## src/rtl/riscv_multicycle_ctrl.sv

```systemverilog
// -----------------------------------------------------------------------------
// riscv_multicycle_ctrl
//
// Multi-cycle control FSM for the RV32I single core. It steps each instruction
// through FETCH -> DECODE -> EXECUTE -> (MEM) -> (WB) and drives every datapath
// enable and select from the current state and the instruction register fields.
//
// Supported subset: LUI, JAL, JALR, BEQ, LW, SW, ADDI, ADD, SUB, AND.
// Anything else traps, with a sticky `illegal` flag.
//
// Optional feature macro: RISCV_CTRL_PERF_EN
//   defined   : cycle_cnt and instret_cnt are free-running counters.
//   undefined : both ports read 0 and no counter flops exist.
//
// Parameters
//   MEM_WAIT_MAX : max cycles mem_req may wait for mem_ready (0 = unlimited)
//   CNT_WIDTH    : performance counter width
//
// Ports
//   clk, rst_n            clock (rising edge), async active-low reset
//   opcode/funct3/funct7  IR fields, valid from DECODE onward
//   alu_zero              ALU result == 0 (branch compare)
//   mem_ready             memory completes the current access this cycle
//   ir_we, pc_we, pc_sel  IR load, PC update, PC source (00 +4, 01 +imm, 10 ALU&~1)
//   mem_req/we/addr_sel   memory request, write, address source (0 PC, 1 ALU)
//   alu_op/src_a/src_b    ALU operation and operand selects
//   reg_we, wb_sel        register write, writeback source (00 ALU, 01 mem, 10 PC+4)
//   retire                one-cycle pulse per completed instruction
//   illegal, bus_err      sticky trap causes
//   state_o               current FSM state (debug)
//   cycle_cnt/instret_cnt performance counters
//
// Handshake: the memory access is a request/complete pair. mem_req is held
// high in FETCH or MEM until the cycle in which mem_ready is sampled high;
// that same cycle completes the access. mem_ready in any other state is ignored.
// -----------------------------------------------------------------------------
module riscv_multicycle_ctrl #(
  parameter int MEM_WAIT_MAX = 0,
  parameter int CNT_WIDTH    = 32
) (
  input  logic                 clk,
  input  logic                 rst_n,
  input  logic [6:0]           opcode,
  input  logic [2:0]           funct3,
  input  logic [6:0]           funct7,
  input  logic                 alu_zero,
  input  logic                 mem_ready,
  output logic                 ir_we,
  output logic                 pc_we,
  output logic [1:0]           pc_sel,
  output logic                 mem_req,
  output logic                 mem_we,
  output logic                 mem_addr_sel,
  output logic [2:0]           alu_op,
  output logic                 alu_src_a,
  output logic                 alu_src_b,
  output logic                 reg_we,
  output logic [1:0]           wb_sel,
  output logic                 retire,
  output logic                 illegal,
  output logic                 bus_err,
  output logic [2:0]           state_o,
  output logic [CNT_WIDTH-1:0] cycle_cnt,
  output logic [CNT_WIDTH-1:0] instret_cnt
);

  typedef enum logic [2:0] {
    S_FETCH   = 3'd0,
    S_DECODE  = 3'd1,
    S_EXECUTE = 3'd2,
    S_MEM     = 3'd3,
    S_WB      = 3'd4,
    S_TRAP    = 3'd5
  } state_t;

  typedef enum logic [2:0] {
    ALU_ADD  = 3'd0,
    ALU_SUB  = 3'd1,
    ALU_AND  = 3'd2,
    ALU_OR   = 3'd3,
    ALU_XOR  = 3'd4,
    ALU_SLT  = 3'd5,
    ALU_PASS = 3'd6
  } alu_op_t;

  localparam logic [6:0] OP_LUI    = 7'b0110111;
  localparam logic [6:0] OP_JAL    = 7'b1101111;
  localparam logic [6:0] OP_JALR   = 7'b1100111;
  localparam logic [6:0] OP_BRANCH = 7'b1100011;
  localparam logic [6:0] OP_LOAD   = 7'b0000011;
  localparam logic [6:0] OP_STORE  = 7'b0100011;
  localparam logic [6:0] OP_IMM    = 7'b0010011;
  localparam logic [6:0] OP_R      = 7'b0110011;

  localparam logic [2:0] F3_BEQ  = 3'b000;
  localparam logic [2:0] F3_LW   = 3'b010;
  localparam logic [2:0] F3_SW   = 3'b010;
  localparam logic [2:0] F3_ADDI = 3'b000;
  localparam logic [2:0] F3_JALR = 3'b000;
  localparam logic [2:0] F3_ADD  = 3'b000;
  localparam logic [2:0] F3_AND  = 3'b111;
  localparam logic [6:0] F7_BASE = 7'b0000000;
  localparam logic [6:0] F7_SUB  = 7'b0100000;

  state_t state_q, state_d;
  logic   illegal_q, illegal_d;
  logic   bus_err_q, bus_err_d;
  logic   in_mem;
  logic   timeout;

  // ---------------------------------------------------------------------------
  // Instruction decode
  // ---------------------------------------------------------------------------
  logic is_lui, is_jal, is_jalr, is_beq, is_lw, is_sw, is_addi;
  logic is_add, is_sub, is_and, is_legal;

  assign is_lui   = (opcode == OP_LUI);
  assign is_jal   = (opcode == OP_JAL);
  assign is_jalr  = (opcode == OP_JALR)   && (funct3 == F3_JALR);
  assign is_beq   = (opcode == OP_BRANCH) && (funct3 == F3_BEQ);
  assign is_lw    = (opcode == OP_LOAD)   && (funct3 == F3_LW);
  assign is_sw    = (opcode == OP_STORE)  && (funct3 == F3_SW);
  assign is_addi  = (opcode == OP_IMM)    && (funct3 == F3_ADDI);
  assign is_add   = (opcode == OP_R) && (funct3 == F3_ADD) && (funct7 == F7_BASE);
  assign is_sub   = (opcode == OP_R) && (funct3 == F3_ADD) && (funct7 == F7_SUB);
  assign is_and   = (opcode == OP_R) && (funct3 == F3_AND) && (funct7 == F7_BASE);
  assign is_legal = is_lui | is_jal | is_jalr | is_beq | is_lw | is_sw |
                    is_addi | is_add | is_sub | is_and;

  assign in_mem = (state_q == S_FETCH) || (state_q == S_MEM);

  // ---------------------------------------------------------------------------
  // Memory wait timeout. wait_q counts the stalled cycles of the current
  // access; it is 0 on the first mem_req cycle, so a stall on the
  // MEM_WAIT_MAX-th cycle is the timeout and a completion on it is a success.
  // ---------------------------------------------------------------------------
  generate
    if (MEM_WAIT_MAX > 0) begin : g_wait
      localparam int WAIT_W = (MEM_WAIT_MAX > 1) ? $clog2(MEM_WAIT_MAX) : 1;
      localparam logic [WAIT_W-1:0] WAIT_LAST = WAIT_W'(MEM_WAIT_MAX - 1);

      logic [WAIT_W-1:0] wait_q, wait_d;

      assign wait_d  = (in_mem && !mem_ready) ? wait_q + 1'b1 : '0;
      assign timeout = in_mem && !mem_ready && (wait_q == WAIT_LAST);

      always_ff @(posedge clk or negedge rst_n) begin
        if (!rst_n) wait_q <= '0;
        else        wait_q <= wait_d;
      end
    end else begin : g_no_wait
      assign timeout = 1'b0;
    end
  endgenerate

  // ---------------------------------------------------------------------------
  // State registers
  // ---------------------------------------------------------------------------
  always_ff @(posedge clk or negedge rst_n) begin
    if (!rst_n) begin
      state_q   <= S_FETCH;
      illegal_q <= 1'b0;
      bus_err_q <= 1'b0;
    end else begin
      state_q   <= state_d;
      illegal_q <= illegal_d;
      bus_err_q <= bus_err_d;
    end
  end

  // ---------------------------------------------------------------------------
  // Next state and outputs
  // ---------------------------------------------------------------------------
  always_comb begin
    state_d      = state_q;
    illegal_d    = illegal_q;
    bus_err_d    = bus_err_q;
    ir_we        = 1'b0;
    pc_we        = 1'b0;
    pc_sel       = 2'b00;
    mem_req      = 1'b0;
    mem_we       = 1'b0;
    mem_addr_sel = 1'b0;
    alu_op       = ALU_ADD;
    alu_src_a    = 1'b0;
    alu_src_b    = 1'b0;
    reg_we       = 1'b0;
    wb_sel       = 2'b00;
    retire       = 1'b0;

    // ALU controls stay valid through MEM and WB so the address and the
    // writeback result remain stable until they are consumed.
    if (state_q == S_EXECUTE || state_q == S_MEM || state_q == S_WB) begin
      if (is_sub || is_beq) begin
        alu_op = ALU_SUB;
      end else if (is_and) begin
        alu_op = ALU_AND;
      end else if (is_lui) begin
        alu_op    = ALU_PASS;
        alu_src_b = 1'b1;
      end else if (is_addi || is_lw || is_sw || is_jalr) begin
        alu_src_b = 1'b1;
      end
    end

    case (state_q)
      S_FETCH: begin
        mem_req = 1'b1;
        if (mem_ready) begin
          ir_we   = 1'b1;
          state_d = S_DECODE;
        end else if (timeout) begin
          bus_err_d = 1'b1;
          state_d   = S_TRAP;
        end
      end

      S_DECODE: begin
        if (is_legal) begin
          state_d = S_EXECUTE;
        end else begin
          illegal_d = 1'b1;
          state_d   = S_TRAP;
        end
      end

      S_EXECUTE: begin
        if (is_lw || is_sw) begin
          state_d = S_MEM;
        end else if (is_beq) begin
          pc_we   = 1'b1;
          pc_sel  = alu_zero ? 2'b01 : 2'b00;
          retire  = 1'b1;
          state_d = S_FETCH;
        end else if (is_jal) begin
          pc_we   = 1'b1;
          pc_sel  = 2'b01;
          reg_we  = 1'b1;
          wb_sel  = 2'b10;
          retire  = 1'b1;
          state_d = S_FETCH;
        end else if (is_jalr) begin
          pc_we   = 1'b1;
          pc_sel  = 2'b10;
          reg_we  = 1'b1;
          wb_sel  = 2'b10;
          retire  = 1'b1;
          state_d = S_FETCH;
        end else begin
          state_d = S_WB;
        end
      end

      S_MEM: begin
        mem_req      = 1'b1;
        mem_addr_sel = 1'b1;
        mem_we       = is_sw;
        if (mem_ready) begin
          if (is_sw) begin
            pc_we   = 1'b1;
            retire  = 1'b1;
            state_d = S_FETCH;
          end else begin
            state_d = S_WB;
          end
        end else if (timeout) begin
          bus_err_d = 1'b1;
          state_d   = S_TRAP;
        end
      end

      S_WB: begin
        reg_we  = 1'b1;
        wb_sel  = is_lw ? 2'b01 : 2'b00;
        pc_we   = 1'b1;
        retire  = 1'b1;
        state_d = S_FETCH;
      end

      S_TRAP: begin
        state_d = S_TRAP;
      end

      default: begin
        state_d = S_FETCH;
      end
    endcase

    // Reset must drop an in-flight request at once, not at the next edge,
    // since FETCH (the reset state) would otherwise assert mem_req.
    if (!rst_n) begin
      ir_we        = 1'b0;
      pc_we        = 1'b0;
      pc_sel       = 2'b00;
      mem_req      = 1'b0;
      mem_we       = 1'b0;
      mem_addr_sel = 1'b0;
      alu_op       = ALU_ADD;
      alu_src_b    = 1'b0;
      reg_we       = 1'b0;
      wb_sel       = 2'b00;
      retire       = 1'b0;
    end
  end

  assign illegal = illegal_q;
  assign bus_err = bus_err_q;
  assign state_o = state_q;

  // ---------------------------------------------------------------------------
  // Performance counters
  // ---------------------------------------------------------------------------
`ifdef RISCV_CTRL_PERF_EN
  logic [CNT_WIDTH-1:0] cycle_cnt_q, instret_cnt_q;

  always_ff @(posedge clk or negedge rst_n) begin
    if (!rst_n) begin
      cycle_cnt_q   <= '0;
      instret_cnt_q <= '0;
    end else begin
      if (state_q != S_TRAP) cycle_cnt_q   <= cycle_cnt_q + 1'b1;
      if (retire)            instret_cnt_q <= instret_cnt_q + 1'b1;
    end
  end

  assign cycle_cnt   = cycle_cnt_q;
  assign instret_cnt = instret_cnt_q;
`else
  assign cycle_cnt   = '0;
  assign instret_cnt = '0;
`endif

endmodule

```

## config.mk

```make
export PLATFORM = sky130hd
export DESIGN_NAME = riscv_multicycle_ctrl
export DESIGN_NICKNAME = d
export VERILOG_FILES = /design/src/rtl/riscv_multicycle_ctrl.sv
export SDC_FILE = /design/constraint.sdc
export NUM_CORES = 1
export LEC_CHECK = 0
export ABC_AREA = 1
export ABC_CLOCK_PERIOD_IN_PS = 2020
export BUFFER_PORTS_ARGS = -buffer_cell sky130_fd_sc_hd__buf_4
export CAP_MARGIN = 20
export CELL_PAD_IN_SITES_DETAIL_PLACEMENT = 0
export CELL_PAD_IN_SITES_GLOBAL_PLACEMENT = 1
export CORE_MARGIN = 4
export CORE_UTILIZATION = 25
export DETAILED_ROUTE_END_ITERATION = 10
export PLACE_DENSITY_LB_ADDON = 0.1
export SETUP_SLACK_MARGIN = 0.1
export SLEW_MARGIN = 40
export SYNTH_ARGS = -nofsm -noshare
export SYNTH_HDL_FRONTEND = slang
export SYNTH_SLANG_ARGS = --single-unit
```

## constraint.sdc

```tcl
create_clock -name clk -period 2.02 [get_ports clk]
set_clock_uncertainty 0.1 [all_clocks]
set_input_delay 0.202 -clock clk [delete_from_list [all_inputs] [get_ports clk]]
set_output_delay 0.202 -clock clk [all_outputs]
set_load 0.01 [all_outputs]
```

==> out/summary.txt, run 1 <==
Run status -> completed
DRC viols -> 0
Largest net degree at the start of global routing -> 8
Hold Path Class -> input pin to flip-flop
Routed wire length -> 2790 um
Syn Area/Cell -> 6.26 um^2
Final instance area -> 0.00141 mm^2
Hold Vio Cnt, Final -> 0
Largest cells by area after synthesis -> buf_4 (42%), dfrtp_1 (8.3%), nand2_1 (7.8%), nor2_1 (6.9%), inv_1 (5.9%)
R2R Setup Slk -> 0.60 ns
DR pass1 iterations -> 4
Final setup TNS -> 0 ns
Pleak -> 0.822 nW
FMAX -> 0.550 GHz
Post-synth top cells -> buf_4 (67), nand2_1 (25), nor2_1 (22), inv_1 (19), a21oi_1 (7)
Worst skew pair latency -> 0.21 ns
Pwr per Cell Area -> 506 mW/mm^2
CP max stage delay -> 0.36 ns
Count leader, synth -> buf_4
Final global-route overflow total -> 0
Synth unique cells -> 26
WL/cell -> 9.62 um
Compound-Gate Fraction of Synth Area -> 0.0905
HPWL after DPL -> 2520 um
YS warnings -> 0
Unrepaired setup endpoints after global routing -> true
Remaining antenna violation count after routing -> 0
Number of synthesized flops with an enable pin -> 0
Worst path arrival time -> 1.52 ns
Ant diodes -> 0
CTS clk-pin slew, worst paths -> 0.03 ns
Worst endpoint required time -> 1.72 ns
Ys flop type -> dfrtp_1
CP max FO -> 3
Initial Utilization -> 0.267
Row Count -> 24
Initial DRC count -> 49
Area leader, netlist -> buf_4
First-pass GRT wire length -> 4310 um
Number of cells on the worst reg-to-reg path -> 11
Clock Path Buffers -> 2
CTS buffer count -> 3
Simple-gate share of the synthesized area -> 0.333
Num Clock Sinks -> 4
Worst reg2reg startpoint -> state_o[1]
Hold path start -> mem_ready
Crit-path most repeated cell -> nor2_4
Post-Synth Adder-Cell Area -> 0
Dominant combinational cell family by area after synthesis -> buffers and inverters
Share of layout cells above drive strength 1 -> 0.307
Layout net count -> 261
Die H -> 77.4 um
Setup CP Type -> flip-flop to output port
Hold path cells -> 4
Tcrit/Tclk final -> 0.900
Max VDD drop -> 188 uV
Core Footprint -> 0.00450 mm^2
Clock root cell -> clkbuf_8
Crit path max-delay family -> simple AND/OR/NAND/NOR gates
Max-Cap Viols -> 0
Placed Area -> 0.00131 mm^2
Full die area -> 0.00598 mm^2
Synth Instances -> 192
Die X -> 77.4 um
Final setup vio count -> 0
Critical-path cell list -> inv_1 -> nor2_4 -> inv_2 -> nor2_4 -> nand3_1 -> o21bai_1 -> a21oi_1 -> buf_4
Design Power -> 0.711 mW
FF+latch count, synth -> 4
H-tree levels -> 1
Placer Congestion -> 0.741
Via-per-instance ratio -> 3.69
Area share of the largest cell type after synthesis -> 0.418
Vias after detailed routing -> 1070
# IOs -> 106
CTS tree -> built
Vias in the first global route -> 994
Synthesized area -> 0.00120 mm^2
Final core utilization -> 0.312
Fin Hold WS -> 0.229 ns
Async S/R FF share, synth -> 1.00
Type of origin of the critical path -> flip-flop
Sequential share of the synthesized area -> 0.0832
Initial antenna violation count -> 0
Global Route Usage Sum -> 0.0854
Crit. End Element -> output port
Syn-to-layout area delta -> 16.9%
FF-to-FF End -> state_o[0]
XOR/XNOR Fraction of Synth Area -> 0
Post-synthesis mux area share -> 0
Final min period -> 1.82 ns
IO Port Bufs -> 39
CP Buf/Inv Count -> 3
Max-slew violations -> 0
Worst path slowest cell -> dfrtp_1
Hold endpoint -> state_o[0]
## repair_timing
item	CTS	global route
setup endpoints to repair	1	7
gates resized for setup	1	5
pin swaps	0	2
hold buffers	1	0
buffers inserted	0	4
endpoints found under the hold margin	4	0
## per-layer routing
layer,GRT usage,vias up,share of wire
li1,-,560,-
met1,0.113,440,0.44
met2,0.140,70,0.44
met3,0.0243,0,0.12
met4,0.0160,0,0
met5,0,-,0
## worst max path at each step
stage / start / end / slack [ns] / depth (start not counted)
2_1_floorplan: state_o[2] / retire / 0.43 / 6
3_3_place_gp: state_o[2] / pc_sel[0] / 0.23 / 7
3_5_place_dp: state_o[2] / pc_sel[0] / 0.29 / 7
4_1_cts: state_o[2] / pc_sel[0] / 0.11 / 7
5_1_grt: state_o[1] / pc_sel[0] / 0.04 / 8
6_report: state_o[1] / pc_sel[0] / 0.20 / 8
## power by group
| part | internal [mW] | leakage (nW) | switching (mW) | total, mW |
|---|---|---|---|---|
| registers | 0.103 | 0.0465 | 0.0365 | 0.139 |
| logic | 0.162 | 0.754 | 0.249 | 0.411 |
| clock network | 0.126 | 0.0216 | 0.0345 | 0.161 |
## metrics by stage
step	instances	setup WS (ns)
floorplan	257	0.429
global placement	282	0.230
detailed placement	282	0.289
CTS	286	0.110
global route	290	0.0413
finish	290	0.203
## tightest hold or removal path, stage by stage
cell     delay, ns
buf_4         0.08
inv_1         0.05
nand2_1       0.10
nand2_1       0.06
## cell type report
type                    count  area (um^2)
inverters                  23         86.3
fillers                   544         3100
repair buffers             45          340
flip-flops and latches      4          100
well taps                  52         65.1
clock buffers               3         41.3
multi-input cells         163          772
## state kept, by name, indices dropped and copies added (netlist names)
| register | count |
|---|---|
| illegal | 1 |
| state_o | 3 |
## placed cells by master (no fill, tap or decap), types with 5 or more instances in the layout
master,count
a21oi_1,7
buf_4,44
conb_1,66
inv_1,18
inv_2,5
nand2_1,25
nand3_1,6
nor2_1,20
nor2_2,6
nor3_1,5
## cells by family (layout without fill, tap and decap cells)
kind of cell	Yosys count	in the layout
simple gates	80	80
buf+inv	90	71
other cells	1	66
compound gates	17	17
flops	4	4
(Power assumes the default switching activity.)
==> inputs of run 2 (changes only) <==
--- a/config.mk
+++ b/config.mk
@@ -12,7 +12,8 @@
 export CELL_PAD_IN_SITES_DETAIL_PLACEMENT = 0
 export CELL_PAD_IN_SITES_GLOBAL_PLACEMENT = 1
 export CORE_MARGIN = 4
-export CORE_UTILIZATION = 25
+export CORE_UTILIZATION = 26
+export CTS_BUF_LIST = sky130_fd_sc_hd__clkbuf_8
 export DETAILED_ROUTE_END_ITERATION = 10
 export PLACE_DENSITY_LB_ADDON = 0.1
 export SETUP_SLACK_MARGIN = 0.1
==> run 2 against run 1 <==
Total power is 7.4% higher. Critical path type unchanged. Combinational power is 13% higher. Routed wire length is 2.3% lower. Via count is 1.7% lower. Sequential share of layout area is 0.14 points higher. Utilization is 0.81 points higher. Count of clock-buffer cells in the layout stayed put. Final cell count is 0.69% lower. Fmax is 0.65% lower. Register-to-register slack worse by 0.05 ns. Setup slack worse by 0.012 ns. Sequential power is 6% lower.
==> out/summary.txt, run 2 (synthesis results as in run 1) <==
Filler cells -> 524
Num Clock Sinks -> 4
HPWL after DPL -> 2440 um
Multi-input logic area -> 792 um^2
First-pass GRT wire length -> 4310 um
Design Power -> 0.763 mW
Hold Path Class -> input pin to flip-flop
Core Footprint -> 0.00441 mm^2
CP max FO -> 4
Most common cell after layout, fill and taps aside -> conb_1
Crit. End Element -> output port
Share of layout cells above drive strength 1 -> 0.326
Initial DRC count -> 22
Initial antenna violation count -> 0
DRC viols -> 0
Via-per-instance ratio -> 3.65
Non-Filler Instances -> 288
Largest net degree at the start of global routing -> 8
Tcrit/Tclk final -> 0.905
DR pass1 iterations -> 4
Setup CP Type -> flip-flop to output port
Final min period -> 1.83 ns
Clock root cell -> clkbuf_8
Global Route Usage Sum -> 0.0869
Largest register FFs -> 3
Most frequent cells in the layout -> conb_1 (66), buf_4 (42), nand2_1 (24), nor2_1 (19), inv_1 (18)
Syn-to-layout area delta -> 17.5%
Row Count -> 24
Max VDD drop -> 200 uV
Run status -> completed
Ant diodes -> 0
Pleak -> 0.809 nW
Vias in the first global route -> 940
Unrepaired setup endpoints after global routing -> true
WL/cell -> 9.46 um
Placed instance count -> 281
Final global-route overflow total -> 0
IO Port Bufs -> 39
Worst path arrival time -> 1.53 ns
Worst skew pair latency -> 0.22 ns
Pre-CTS setup slack -> 0.238 ns
Final instance area -> 0.00141 mm^2
Worst endpoint required time -> 1.72 ns
Hold Vio Cnt, Final -> 0
Pwr per Cell Area -> 540 mW/mm^2
CTS clk-pin slew, worst paths -> 0.03 ns
H-tree levels -> 1
Final setup TNS -> 0 ns
Reg area -> 103 um^2
Die X -> 76.0 um
Type of origin of the critical path -> flip-flop
Routed wire length -> 2720 um
Final setup vio count -> 0
Max-Cap Viols -> 0
# IOs -> 106
Initial Utilization -> 0.272
Placed Area -> 0.00130 mm^2
Remaining antenna violation count after routing -> 0
Vias after detailed routing -> 1052
FMAX -> 0.547 GHz
Layout net count -> 259
Final worst setup slack -> 0.191 ns
Clock Path Buffers -> 2
Max-slew violations -> 0
CTS buffer count -> 3
Placer Congestion -> 0.758
Full die area -> 0.00578 mm^2
CTS tree -> built
Die H -> 76.0 um
-- run 2: changes by cell type in the layout (fill, tap and decap cells not counted), sizes merged --
| cell | delta |
|---|---|
| buf | -2 |
-- run 2: stage by stage --
stage | hold WS, ns | utilization
floorplan | -0.194 | -
global placement | -0.0816 | 0.295
detailed placement | -0.0882 | 0.295
CTS | 0.231 | 0.308
global route | 0.259 | 0.320
finish | 0.216 | 0.320
-- run 2: area by class of cell --
cell class,instances,share of cell area
Tap cell,52,0.0461
Timing Repair Buffer,43,0.230
Inverter,23,0.0611
Multi-Input combinational cell,163,0.561
Sequential cell,4,0.0726
Clock buffer,3,0.0292
-- run 2: metal layers --
| layer | track usage | vias up | wire (um) |
|---|---|---|---|
| li1 | - | 554 | - |
| met2 | 0.134 | 68 | 1130 |
| met3 | 0.0331 | 3 | 377 |
| met4 | 0.0267 | 0 | 23 |
| met5 | 0 | - | 0 |
| met1 | 0.112 | 427 | 1190 |
-- run 2: path summary, 6_finish.rpt --
path | from | endpoint | slack (ns) | cells after the start
max | state_o[1] | pc_sel[0] | 0.19 | 8
min | mem_ready | state_o[0] | 0.22 | 4
max reg2reg | state_o[1] | state_o[0] | 0.55 | 11
min reg2reg | illegal | illegal | 0.36 | 2
max in group asynchronous | rst_n | state_o[0] | 1.46 | 2
min in group asynchronous | rst_n | illegal | 0.23 | 2
-- run 2: power breakdown --
| group | internal [mW] | switching, mW |
|---|---|---|
| registers | 0.107 | 0.0231 |
| logic | 0.183 | 0.283 |
| clock network | 0.127 | 0.0409 |
-- run 2: critical path: stages, from the launching register on --
cell and delay (ns):
dfrtp_1 0.35, inv_1 0.08, nor2_4 0.13, inv_1 0.08
nor2_4 0.15, nand3_2 0.10, o21bai_1 0.16, a21oi_1 0.12
buf_4 0.14
-- run 2: what timing repair did --
action                                  CTS  global route
endpoints found under the setup margin    3             7
buffers inserted                          0             3
endpoints found under the hold margin     4             0
hold buffers                              1             0
pin swaps                                 0             4
resized for setup                         3            10
